`config.mk`:
```
export PLATFORM = sky130hd
export DESIGN_NAME = service_loader_flat
export DESIGN_NICKNAME = d
export VERILOG_FILES = /design/src/rtl/cpu8_pkg.sv /design/src/rtl/service_loader_if.sv /design/src/rtl/service_addr_counter.sv /design/src/rtl/service_loader.sv /design/src/flat_wrapper.sv
export SDC_FILE = /design/constraint.sdc
export NUM_CORES = 1
export LEC_CHECK = 0
export ABC_CLOCK_PERIOD_IN_PS = 2000
export BUFFER_PORTS_ARGS = -buffer_cell sky130_fd_sc_hd__clkbuf_2
export CORE_MARGIN = 2
export CORE_UTILIZATION = 26
export CTS_CLUSTER_SIZE = 30
export DETAILED_ROUTE_END_ITERATION = 10
export PLACE_DENSITY = 0.55
export SYNTH_ARGS = -nofsm -noshare
export SYNTH_HDL_FRONTEND = slang
export SYNTH_HIERARCHICAL = 1
export SYNTH_SLANG_ARGS = --single-unit
export TNS_END_PERCENT = 5
```
`constraint.sdc`:
```
create_clock -name clk -period 2 [get_ports clk]
set_input_delay 0.1 -clock clk [delete_from_list [all_inputs] [get_ports clk]]
set_output_delay 0.1 -clock clk [all_outputs]
set_load 0.01 [all_outputs]
```
`src/rtl/cpu8_pkg.sv`:
```
// Shared definitions for the cpu8 service loader.
//
// Contents:
//   op_t            - command opcode carried in bits [7:6] of a command byte
//   loader_state_t  - service loader FSM states
//   CMD_RSVD_MASK   - bits of a command byte that must be zero
//   len_to_count    - maps a length header byte to a transfer count (0 -> 256)
//   cmd_is_legal    - true when the reserved command bits are all zero
package cpu8_pkg;

    typedef enum logic [1:0] {
        OP_LOADP = 2'b00,
        OP_LOADD = 2'b01,
        OP_DUMPD = 2'b10,
        OP_RUN   = 2'b11
    } op_t;

    typedef enum logic [2:0] {
        ST_IDLE    = 3'd0,
        ST_ADDR    = 3'd1,
        ST_LEN     = 3'd2,
        ST_WRITE   = 3'd3,
        ST_READ    = 3'd4,
        ST_START   = 3'd5,
        ST_RUNNING = 3'd6
    } loader_state_t;

    localparam logic [7:0] CMD_RSVD_MASK = 8'h3F;

    // A length byte of zero encodes a full 256-byte transfer.
    function automatic logic [8:0] len_to_count(input logic [7:0] len);
        return (len == 8'd0) ? 9'd256 : {1'b0, len};
    endfunction

    function automatic logic cmd_is_legal(input logic [7:0] cmd);
        return (cmd & CMD_RSVD_MASK) == 8'h00;
    endfunction

endpackage

```
`src/rtl/service_loader_if.sv`:
```
// Bundle of the service loader's host link and CPU/memory service signals.
//
// Handshake rule for both byte streams: a byte moves on a rising clock edge
// where valid && ready are both high. The sender holds data and valid stable
// until that edge; ready may change freely.
//
// Signals:
//   rx_data/rx_valid/rx_ready  host -> loader command/payload bytes
//   tx_data/tx_valid/tx_ready  loader -> host dump bytes
//   service_mode, cpu_rst      CPU control
//   pm_address/pm_data/pm_we   program memory write port
//   dm_address/dm_data/dm_we   data memory port, dm_rdata is its read data
//
// Modports:
//   master - the loader itself
//   slave  - host link, CPU and memories
interface service_loader_if;

    logic [7:0] rx_data;
    logic       rx_valid;
    logic       rx_ready;

    logic [7:0] tx_data;
    logic       tx_valid;
    logic       tx_ready;

    logic       service_mode;
    logic       cpu_rst;

    logic [7:0] pm_address;
    logic [7:0] pm_data;
    logic       pm_we;

    logic [7:0] dm_address;
    logic [7:0] dm_data;
    logic       dm_we;
    logic [7:0] dm_rdata;

    modport master (
        input  rx_data, rx_valid, tx_ready, dm_rdata,
        output rx_ready, tx_data, tx_valid,
        output service_mode, cpu_rst,
        output pm_address, pm_data, pm_we,
        output dm_address, dm_data, dm_we
    );

    modport slave (
        output rx_data, rx_valid, tx_ready, dm_rdata,
        input  rx_ready, tx_data, tx_valid,
        input  service_mode, cpu_rst,
        input  pm_address, pm_data, pm_we,
        input  dm_address, dm_data, dm_we
    );

endinterface

```
`src/rtl/service_addr_counter.sv`:
```
// Wrapping address generator plus remaining-byte counter for bulk transfers.
//
// Ports:
//   clk, rst   system clock, synchronous active-high reset
//   load       capture load_addr and the count derived from load_len
//   load_addr  first memory address of the transfer
//   load_len   length header byte (0 means 256)
//   step       one byte transferred: advance address, decrement count
//   addr       current memory address (wraps 0xFF -> 0x00)
//   done       high when the current byte is the last one of the transfer
module service_addr_counter
    import cpu8_pkg::*;
(
    input  logic       clk,
    input  logic       rst,
    input  logic       load,
    input  logic [7:0] load_addr,
    input  logic [7:0] load_len,
    input  logic       step,
    output logic [7:0] addr,
    output logic       done
);

    logic [8:0] count;

    always_ff @(posedge clk) begin
        if (rst) begin
            addr  <= 8'h00;
            count <= 9'd0;
        end else if (load) begin
            addr  <= load_addr;
            count <= len_to_count(load_len);
        end else if (step) begin
            // 8-bit add wraps naturally modulo 256.
            addr  <= addr + 8'd1;
            count <= count - 9'd1;
        end
    end

    // "done" qualifies the step that moves the final byte.
    assign done = (count == 9'd1);

endmodule

```
`src/rtl/service_loader.sv`:
```
// Byte-stream service controller for the cpu8 core.
//
// Parses a command stream from the host link to bulk-load program memory,
// bulk-load data memory, dump data memory back to the host, and release the
// CPU to run. While in service mode the CPU is halted and the loader owns the
// memory service ports.
//
// Ports:
//   clk, rst  system clock, synchronous active-high reset
//   bus       host link and service port bundle (master side)
//   err       sticky illegal-command flag, cleared only by rst
//   state     current FSM state, exported for observation
module service_loader
    import cpu8_pkg::*;
(
    input  logic                     clk,
    input  logic                     rst,
    service_loader_if.master         bus,
    output logic                     err,
    output loader_state_t            state
);

    // Decoded command and captured header fields.
    op_t        op_q;
    logic [7:0] addr_q;

    // Registered output copies.
    logic       service_mode_q;
    logic       cpu_rst_q;
    logic [7:0] pm_address_q;
    logic [7:0] pm_data_q;
    logic       pm_we_q;
    logic [7:0] dm_address_q;
    logic [7:0] dm_data_q;
    logic       dm_we_q;

    // Transfer counter interface.
    logic       cnt_load;
    logic       cnt_step;
    logic [7:0] cnt_addr;
    logic       cnt_done;

    logic       rx_fire;
    logic       tx_fire;
    logic       cmd_ok;
    op_t        cmd_op;

    assign bus.rx_ready = (state != ST_READ) && (state != ST_START);
    assign bus.tx_valid = (state == ST_READ);
    assign rx_fire      = bus.rx_valid && bus.rx_ready;
    assign tx_fire      = bus.tx_valid && bus.tx_ready;

    assign cmd_ok = cmd_is_legal(bus.rx_data);
    assign cmd_op = op_t'(bus.rx_data[7:6]);

    // Header length byte arrives in LEN; the address was captured in ADDR.
    assign cnt_load = (state == ST_LEN) && rx_fire;
    assign cnt_step = ((state == ST_WRITE) && rx_fire) ||
                      ((state == ST_READ)  && tx_fire);

    service_addr_counter u_counter (
        .clk       (clk),
        .rst       (rst),
        .load      (cnt_load),
        .load_addr (addr_q),
        .load_len  (bus.rx_data),
        .step      (cnt_step),
        .addr      (cnt_addr),
        .done      (cnt_done)
    );

    always_ff @(posedge clk) begin
        if (rst) begin
            state          <= ST_IDLE;
            op_q           <= OP_LOADP;
            addr_q         <= 8'h00;
            service_mode_q <= 1'b1;
            cpu_rst_q      <= 1'b1;
            pm_address_q   <= 8'h00;
            pm_data_q      <= 8'h00;
            pm_we_q        <= 1'b0;
            dm_address_q   <= 8'h00;
            dm_data_q      <= 8'h00;
            dm_we_q        <= 1'b0;
            err            <= 1'b0;
        end else begin
            // Write strobes are single-cycle unless another byte lands.
            pm_we_q <= 1'b0;
            dm_we_q <= 1'b0;

            unique case (state)
                ST_IDLE, ST_RUNNING: begin
                    if (rx_fire) begin
                        // Any accepted byte halts a running CPU.
                        service_mode_q <= 1'b1;
                        if (!cmd_ok) begin
                            err   <= 1'b1;
                            state <= ST_IDLE;
                        end else begin
                            op_q <= cmd_op;
                            if (cmd_op == OP_RUN) begin
                                cpu_rst_q <= 1'b1;
                                state     <= ST_START;
                            end else begin
                                state <= ST_ADDR;
                            end
                        end
                    end
                end

                ST_ADDR: begin
                    if (rx_fire) begin
                        addr_q <= bus.rx_data;
                        state  <= ST_LEN;
                    end
                end

                ST_LEN: begin
                    if (rx_fire) begin
                        state <= (op_q == OP_DUMPD) ? ST_READ : ST_WRITE;
                    end
                end

                ST_WRITE: begin
                    if (rx_fire) begin
                        if (op_q == OP_LOADP) begin
                            pm_address_q <= cnt_addr;
                            pm_data_q    <= bus.rx_data;
                            pm_we_q      <= 1'b1;
                        end else begin
                            dm_address_q <= cnt_addr;
                            dm_data_q    <= bus.rx_data;
                            dm_we_q      <= 1'b1;
                        end
                        // The final write shows up in the first IDLE cycle.
                        if (cnt_done) begin
                            state <= ST_IDLE;
                        end
                    end
                end

                ST_READ: begin
                    if (tx_fire && cnt_done) begin
                        state <= ST_IDLE;
                    end
                end

                ST_START: begin
                    // cpu_rst and service_mode release on the same edge.
                    cpu_rst_q      <= 1'b0;
                    service_mode_q <= 1'b0;
                    state          <= ST_RUNNING;
                end

                default: begin
                    state <= ST_IDLE;
                end
            endcase
        end
    end

    assign bus.service_mode = service_mode_q;
    assign bus.cpu_rst      = cpu_rst_q;
    assign bus.pm_address   = pm_address_q;
    assign bus.pm_data      = pm_data_q;
    assign bus.pm_we        = pm_we_q;
    assign bus.dm_data      = dm_data_q;
    assign bus.dm_we        = dm_we_q;

    // During a dump the counter drives the read address directly so that the
    // combinational read data is presented as tx_data in the same cycle.
    assign bus.dm_address = (state == ST_READ) ? cnt_addr : dm_address_q;
    assign bus.tx_data    = (state == ST_READ) ? bus.dm_rdata : 8'h00;

endmodule

```
`src/flat_wrapper.sv`:
```
// flat-port wrapper written by rule: the top's interface ports become plain ports
module service_loader_flat import cpu8_pkg::*;
  (clk, rst, err, state, bus_rx_data, bus_rx_valid, bus_tx_ready, bus_dm_rdata, bus_rx_ready, bus_tx_data, bus_tx_valid, bus_service_mode, bus_cpu_rst, bus_pm_address, bus_pm_data, bus_pm_we, bus_dm_address, bus_dm_data, bus_dm_we);
  service_loader_if bus_i ();
  input  logic clk;
  input  logic rst;
  output logic err;
  output loader_state_t state;
  input wire logic [$bits(bus_i.rx_data)-1:0] bus_rx_data;
  input wire logic [$bits(bus_i.rx_valid)-1:0] bus_rx_valid;
  input wire logic [$bits(bus_i.tx_ready)-1:0] bus_tx_ready;
  input wire logic [$bits(bus_i.dm_rdata)-1:0] bus_dm_rdata;
  output wire logic [$bits(bus_i.rx_ready)-1:0] bus_rx_ready;
  output wire logic [$bits(bus_i.tx_data)-1:0] bus_tx_data;
  output wire logic [$bits(bus_i.tx_valid)-1:0] bus_tx_valid;
  output wire logic [$bits(bus_i.service_mode)-1:0] bus_service_mode;
  output wire logic [$bits(bus_i.cpu_rst)-1:0] bus_cpu_rst;
  output wire logic [$bits(bus_i.pm_address)-1:0] bus_pm_address;
  output wire logic [$bits(bus_i.pm_data)-1:0] bus_pm_data;
  output wire logic [$bits(bus_i.pm_we)-1:0] bus_pm_we;
  output wire logic [$bits(bus_i.dm_address)-1:0] bus_dm_address;
  output wire logic [$bits(bus_i.dm_data)-1:0] bus_dm_data;
  output wire logic [$bits(bus_i.dm_we)-1:0] bus_dm_we;
  assign bus_i.rx_data = bus_rx_data;
  assign bus_i.rx_valid = bus_rx_valid;
  assign bus_i.tx_ready = bus_tx_ready;
  assign bus_i.dm_rdata = bus_dm_rdata;
  assign bus_rx_ready = bus_i.rx_ready;
  assign bus_tx_data = bus_i.tx_data;
  assign bus_tx_valid = bus_i.tx_valid;
  assign bus_service_mode = bus_i.service_mode;
  assign bus_cpu_rst = bus_i.cpu_rst;
  assign bus_pm_address = bus_i.pm_address;
  assign bus_pm_data = bus_i.pm_data;
  assign bus_pm_we = bus_i.pm_we;
  assign bus_dm_address = bus_i.dm_address;
  assign bus_dm_data = bus_i.dm_data;
  assign bus_dm_we = bus_i.dm_we;
  service_loader u_core (.clk(clk), .rst(rst), .bus(bus_i), .err(err), .state(state));
endmodule
```
### Word level (Yosys, flattened, before mapping)

Cells that the tools add are included.

* bits in writable memories: 0
* flip-flop bits (word level): 67
* logic and storage cells: 88
* memories: 0
* bits in latches: 0
* ROM bits: 0

* multipliers: 0
* muxes and demuxes: 25
* equal/unequal tests: 19
* reduce and logical (&&, ||, !) cells: 24
* magnitude comparators: 0
* $add $sub $neg: 2
* bitwise operators: 4
* divide/modulo/power cells: 0
* shift-type cells: 0

Operator list (number)
* 2-to-1 mux 8 bit: 4
* 2-to-1 mux 3 bit: 9
* 2-to-1 mux 9 bit: 3
* one-hot mux 3 bit (6 select lines): 1
* logical NOT 8 bit: 2
* inequality test 2 x 1 -> 1 bit, second input constant: 7
* AND reduction 3 bit: 4
* == test 3 bit, second input constant: 3
* == test 9 x 1 -> 1 bit, second input constant: 1
* subtractor 9 x 1 -> 9 bit, second input constant: 1
* adder 8 x 1 -> 8 bit, second input constant: 1
* logical AND 1 bit: 7
* == test 3 x 2 -> 1 bit, second input constant: 2
* 2-to-1 mux 1 bit: 6
* inequality test 3 bit, second input constant: 2
* AND reduction 6 bit: 1
* == test 2 bit, second input constant: 2
* NOT 1 bit: 4
* one-hot mux 1 bit (2 select lines): 2
* AND reduction 2 bit: 2
* AND reduction 4 bit: 1
* nonzero test 2 bit: 2
* == test 3 x 1 -> 1 bit, second input constant: 1
* logical NOT 3 bit: 1
* 5 further kinds: 5

### Longest topological paths before layout

* depth after elaboration: 7
* gate-level depth with buffers: 11
* depth with buffers taken out: 8

### Hierarchy

Netlist, hierarchy kept.

Modules (own cells, without submodules)
* service_loader: instances 1, cells an instance 270, seq. area each 1001.0 µm², area an instance 2149.6 µm²
* service_addr_counter: instances 1, cells an instance 113, seq. area each 340.3 µm², area an instance 957.2 µm²

### Least setup slack after synthesis

No wires, ideal clock.

* kind: register -> register
* from: register u_core.state[2]
* to: register u_core.u_counter.addr[6]
* path slack: -435 ps
* stages on the path, launching flop included: 11
* period minus slack after synthesis: 2435 ps
* setup time: 91 ps
* arrival time: 2344 ps
* data required time: 1909 ps
* cell sequence: dfxtp_1 -> buf_2 -> nand2b_1 -> clkbuf_1 -> nor2_2 -> buf_2 -> a21o_1 -> buf_6 -> nand4_4 -> or3_1 -> a311oi_1

* cells in the longest elaborated chain, start to end: 6

Ends and longest elaborated chain
* start: declaration: RTL line service_loader.sv:20 `output loader_state_t state`
* start signal: assignment: RTL line service_loader.sv:120 `state <= (op_q == OP_DUMPD) ? ST_READ : ST_WRITE;`
* inequality test 3 bit: RTL line service_loader.sv:48 `assign bus.rx_ready = (state != ST_READ) && (state != ST_START);`
* logical AND 1 bit (*): RTL line service_loader.sv:48
* net bus_rx_ready: RTL line flat_wrapper.sv:13 `output wire logic [$bits(bus_i.rx_ready)-1:0] bus_rx_ready;`
* logical AND 1 bit (*): RTL line service_loader.sv:50 `assign rx_fire = bus.rx_valid && bus.rx_ready;`
* logical AND 1 bit (*): RTL line service_loader.sv:58 `assign cnt_step = ((state == ST_WRITE) && rx_fire) ||`
* logical OR 1 bit (*): RTL line service_loader.sv:58
* net u_core.cnt_step: RTL line service_loader.sv:39 `logic cnt_step;`
* nonzero test 2 bit (no source line) (*)
* end signal: assignment: RTL line service_addr_counter.sv:31 `addr <= load_addr;`
* end signal: assignment: RTL line service_addr_counter.sv:35 `addr <= addr + 8'd1;`
* end: declaration: RTL line service_addr_counter.sv:20 `output logic [7:0] addr,`

Mark *: on every way through the listed nets, which the timed path passes. The rest lies on a longest branch.
A chain may end at the register's enable or synchronous reset.

### Final worst setup path

* from: register u_core.state[1]
* to: register u_core.u_counter.addr[6]

* cells in the longest elaborated chain, start to end: 6

Ends and longest elaborated chain (RTL line)
* inequality test 3 bit: service_loader.sv:48
* logical AND 1 bit: service_loader.sv:48
* logical AND 1 bit: service_loader.sv:50
* logical AND 1 bit: service_loader.sv:58
* logical OR 1 bit (*): service_loader.sv:58
* net u_core.cnt_step: service_loader.sv:39
* nonzero test 2 bit (no source line) (*)

Marked as above.

==> out/metrics.yaml <==
cts_setup_buffers: 0
synth_cell_types: 50
cts_buffers: 9
fill_cells: 1197
diodes: 0
viasPerCell: 4.76
place_area_um2: 3700
syn_area_um2: 3110
vdd_drop_max_mv: 0.436
antenna_found_initial: 0
stdcell_area_um2: 4000
worst-slew-pin-transition_ns: 0.743
portBuffers: 69
rows: 39
post-route-period-util_pct: 93.7
p_leak_uw: 0.00153
finalPower_uw: 3020
rsz0062_at_grt: "no"
slew_violations: 0
timing.fmax_mhz: 534
core-area_um2: 11500
ant_nets: 0
grt_use_total_pct: 13.6
gp_congestion: 0.804
ys.flop_type: "dfxtp_1"
wl_met3_um: 413
synthTopCellsByArea: "dfxtp_1 (43%), nand2_1 (12%), a21oi_1 (8.7%)"
p_per_area_nw_per_um2: 756
slew_headroom_pct: 50.4
end_kind: "flip-flop"
fp.dieH_um: 113
intPower_uw: 2370
wl_met1_mm: 4.19
grt_first_pass_wirelength_mm: 13.9
yosysSeqAreaShare_pct: 43.2
initialDrtViolationCount: 201
setup_tns_ns: 0
postSynthNetCount: 406
hold_viol_final: 0
wl_met2_mm: 3.97
grt_max_degree: 38
async_reset_ff_share_pct: 0
avgSynthCellArea_um2: 8.11
worst_clock_skew_ns: 0.00726
yosysTopAreaCell: "dfxtp_1"
min_path_type: "in2reg"
highest_layer: "met4"
syn_inst: 383
seq_power_share_pct: 44.3
synth_edf_count: 0
finalSetupViolCount: 0
crit_path_cell_trace: "nand2b_1 > nor2_4 > a21o_1 > buf_4 > nand4_4 > or3_1 > a311oi_1"
insertion_delay_ns: 0.33
grt_pass1_vias: 2701
multi_input_area_um2: 1630
fin_nets: 483
die_w_um: 113
crit_type: "reg2reg"
required_ns: 2.22
cpMaxStageDelayCell: "or3_1"
regArea_um2: 1340
drive_gt1_share_pct: 27.7
p_comb_share_pct: 3.3
worstPathArrival_ns: 2.09
dp_slack_ns: 0.185
critPathLaunchType: "flip-flop"
r2r_cells: 7
yosys_warnings: 6
p_sw_share_pct: 21.7
synth-seq-cells: 67
layout_min_cycle_time_ns: 1.87
cts_hold_buf: 0
cts_tree: "built"
hpwl_mm: 6.19
max_stage_delay_ns: 0.35
start_util_pct: 27.0
layoutNonFillerInstCount: 608
holdPathStages: 3
clockRootBuffer: "clkbuf_16"
drc: 0
ios: 70
clkTransAtPathRegs_ns: 0.06
drv_cap: 0
cts_buffer_depth: 2
wl_per_cell_um: 14.2
cts_num_sinks: 67
power_switching_uw: 656
clkPwrFrac_pct: 52.3
cp_max_fo: 8
die_area_um2: 12800
setup_slack_ns: 0.127
status: "completed"
cts_resized: 0
vias: 2897
routed_wl_mm: 8.64
synthToLayoutAreaGrowth_pct: 28.8
netlist.area_leader.share_pct: 43.2
grt.overflow.total: 0
htreeDepth: 3
dp_cells: 592
drt_first_pass_iters: 4
-- synthesized netlist by cell type, drive strengths merged, types with 2 or more instances --
master,instances
nand2b,3
dfxtp,67
nand2,104
mux2,8
xnor2,6
clkbuf,13
nand4,4
nor3,9
buf,10
nor2,25
mux2i,4
xor2,4
a21oi,54
nand3,4
a211oi,6
nor2b,2
and2,8
ha,3
nor3b,3
o31ai,2
or3,4
a311oi,4
o21ai,8
inv,8
nor4,6
-- final cells by class --
cell class	count	share of cell area (%)
Clock buffer	10	5.97
Tap cell	143	4.47
Inverter	8	0.750
Sequential cell	67	33.6
Timing Repair Buffer	89	13.0
Clock inverter	6	1.59
Multi-Input combinational cell	285	40.7
-- through the flow --
stage	utilization, %	hold slack [ns]
3_5_place_dp	32.1	0.432
4_1_cts	34.7	0.0904
3_3_place_gp	32.1	0.432
6_report	34.7	0.0960
2_1_floorplan	-	0.236
5_1_grt	34.7	0.108
-- power by group through the flow --
stage	logic (µW)	registers (µW)	clock network, µW
6_report	101	1340	1580
3_5_place_dp	102	1370	0
3_3_place_gp	101	1370	0
2_1_floorplan	41.0	1370	0
4_1_cts	102	1340	1620
5_1_grt	110	1340	1690
-- sequential cells by signal, indices dropped and copies added, names as in the netlist --
register,flops
u_core/bus.pm_address,8
u_core/u_counter/addr,8
u_core/bus.dm_data,8
u_core/u_counter/count,9
u_core/bus.dm_we,1
u_core/bus.service_mode,1
u_core/state,3
u_core/bus.pm_data,8
u_core/bus.pm_we,1
u_core/bus.cpu_rst,1
u_core/op_q,2
u_core/dm_address_q,8
u_core/addr_q,8
u_core/err,1
-- layout by cell type (no fill, tap or decap), types with 7 or more instances in the layout --
cell type,count
and2_1,8
clkbuf_2,69
o21ai_0,7
buf_4,18
dfxtp_1,66
clkbuf_16,9
nand2_1,102
nor3_1,8
inv_1,8
mux2_2,8
nor2_1,24
a21oi_1,54
-- cells by family (layout without fill, tap and decap cells) --
kind of cell / count (synthesis) / in the layout / synth area share, %
buffers and inverters: 31 / 113 / 4.63
multiplexers: 12 / 12 / 4.19
XOR/XNOR: 10 / 10 / 2.82
flip-flops: 67 / 67 / 43.2
adder cells (fa/ha/maj): 3 / 3 / 1.21
AO/OA/AOI/OAI: 85 / 85 / 16.4
AND/OR/NAND/NOR: 175 / 175 / 27.6
-- routing by layer --
layer / vias to the layer above / track usage, %
li1: 1462 / -
met1: 1342 / 19.0
met2: 87 / 21.0
met3: 6 / 3.21
met4: 0 / 3.98
met5: - / 0
-- final timing paths --
check / start / endpoint / slack, ns
max: u_core/state[1] / u_core/u_counter/addr[6] / 0.13
min: bus_rx_data[0] / u_core/bus.pm_data[0] / 0.1
max reg2reg: u_core/state[1] / u_core/u_counter/addr[6] / 0.13
min reg2reg: u_core/bus.pm_address[3] / u_core/bus.pm_address[3] / 0.45
-- worst max-delay path, delay by kind of cell, from the launching register on --
family	cells	cell delay, ns
buffers and inverters	1	0.20
flip-flops	1	0.34
AND/OR/NAND/NOR	4	0.77
AO/OA/AOI/OAI	2	0.46
Note: power is estimated with default switching activity, not from simulation.
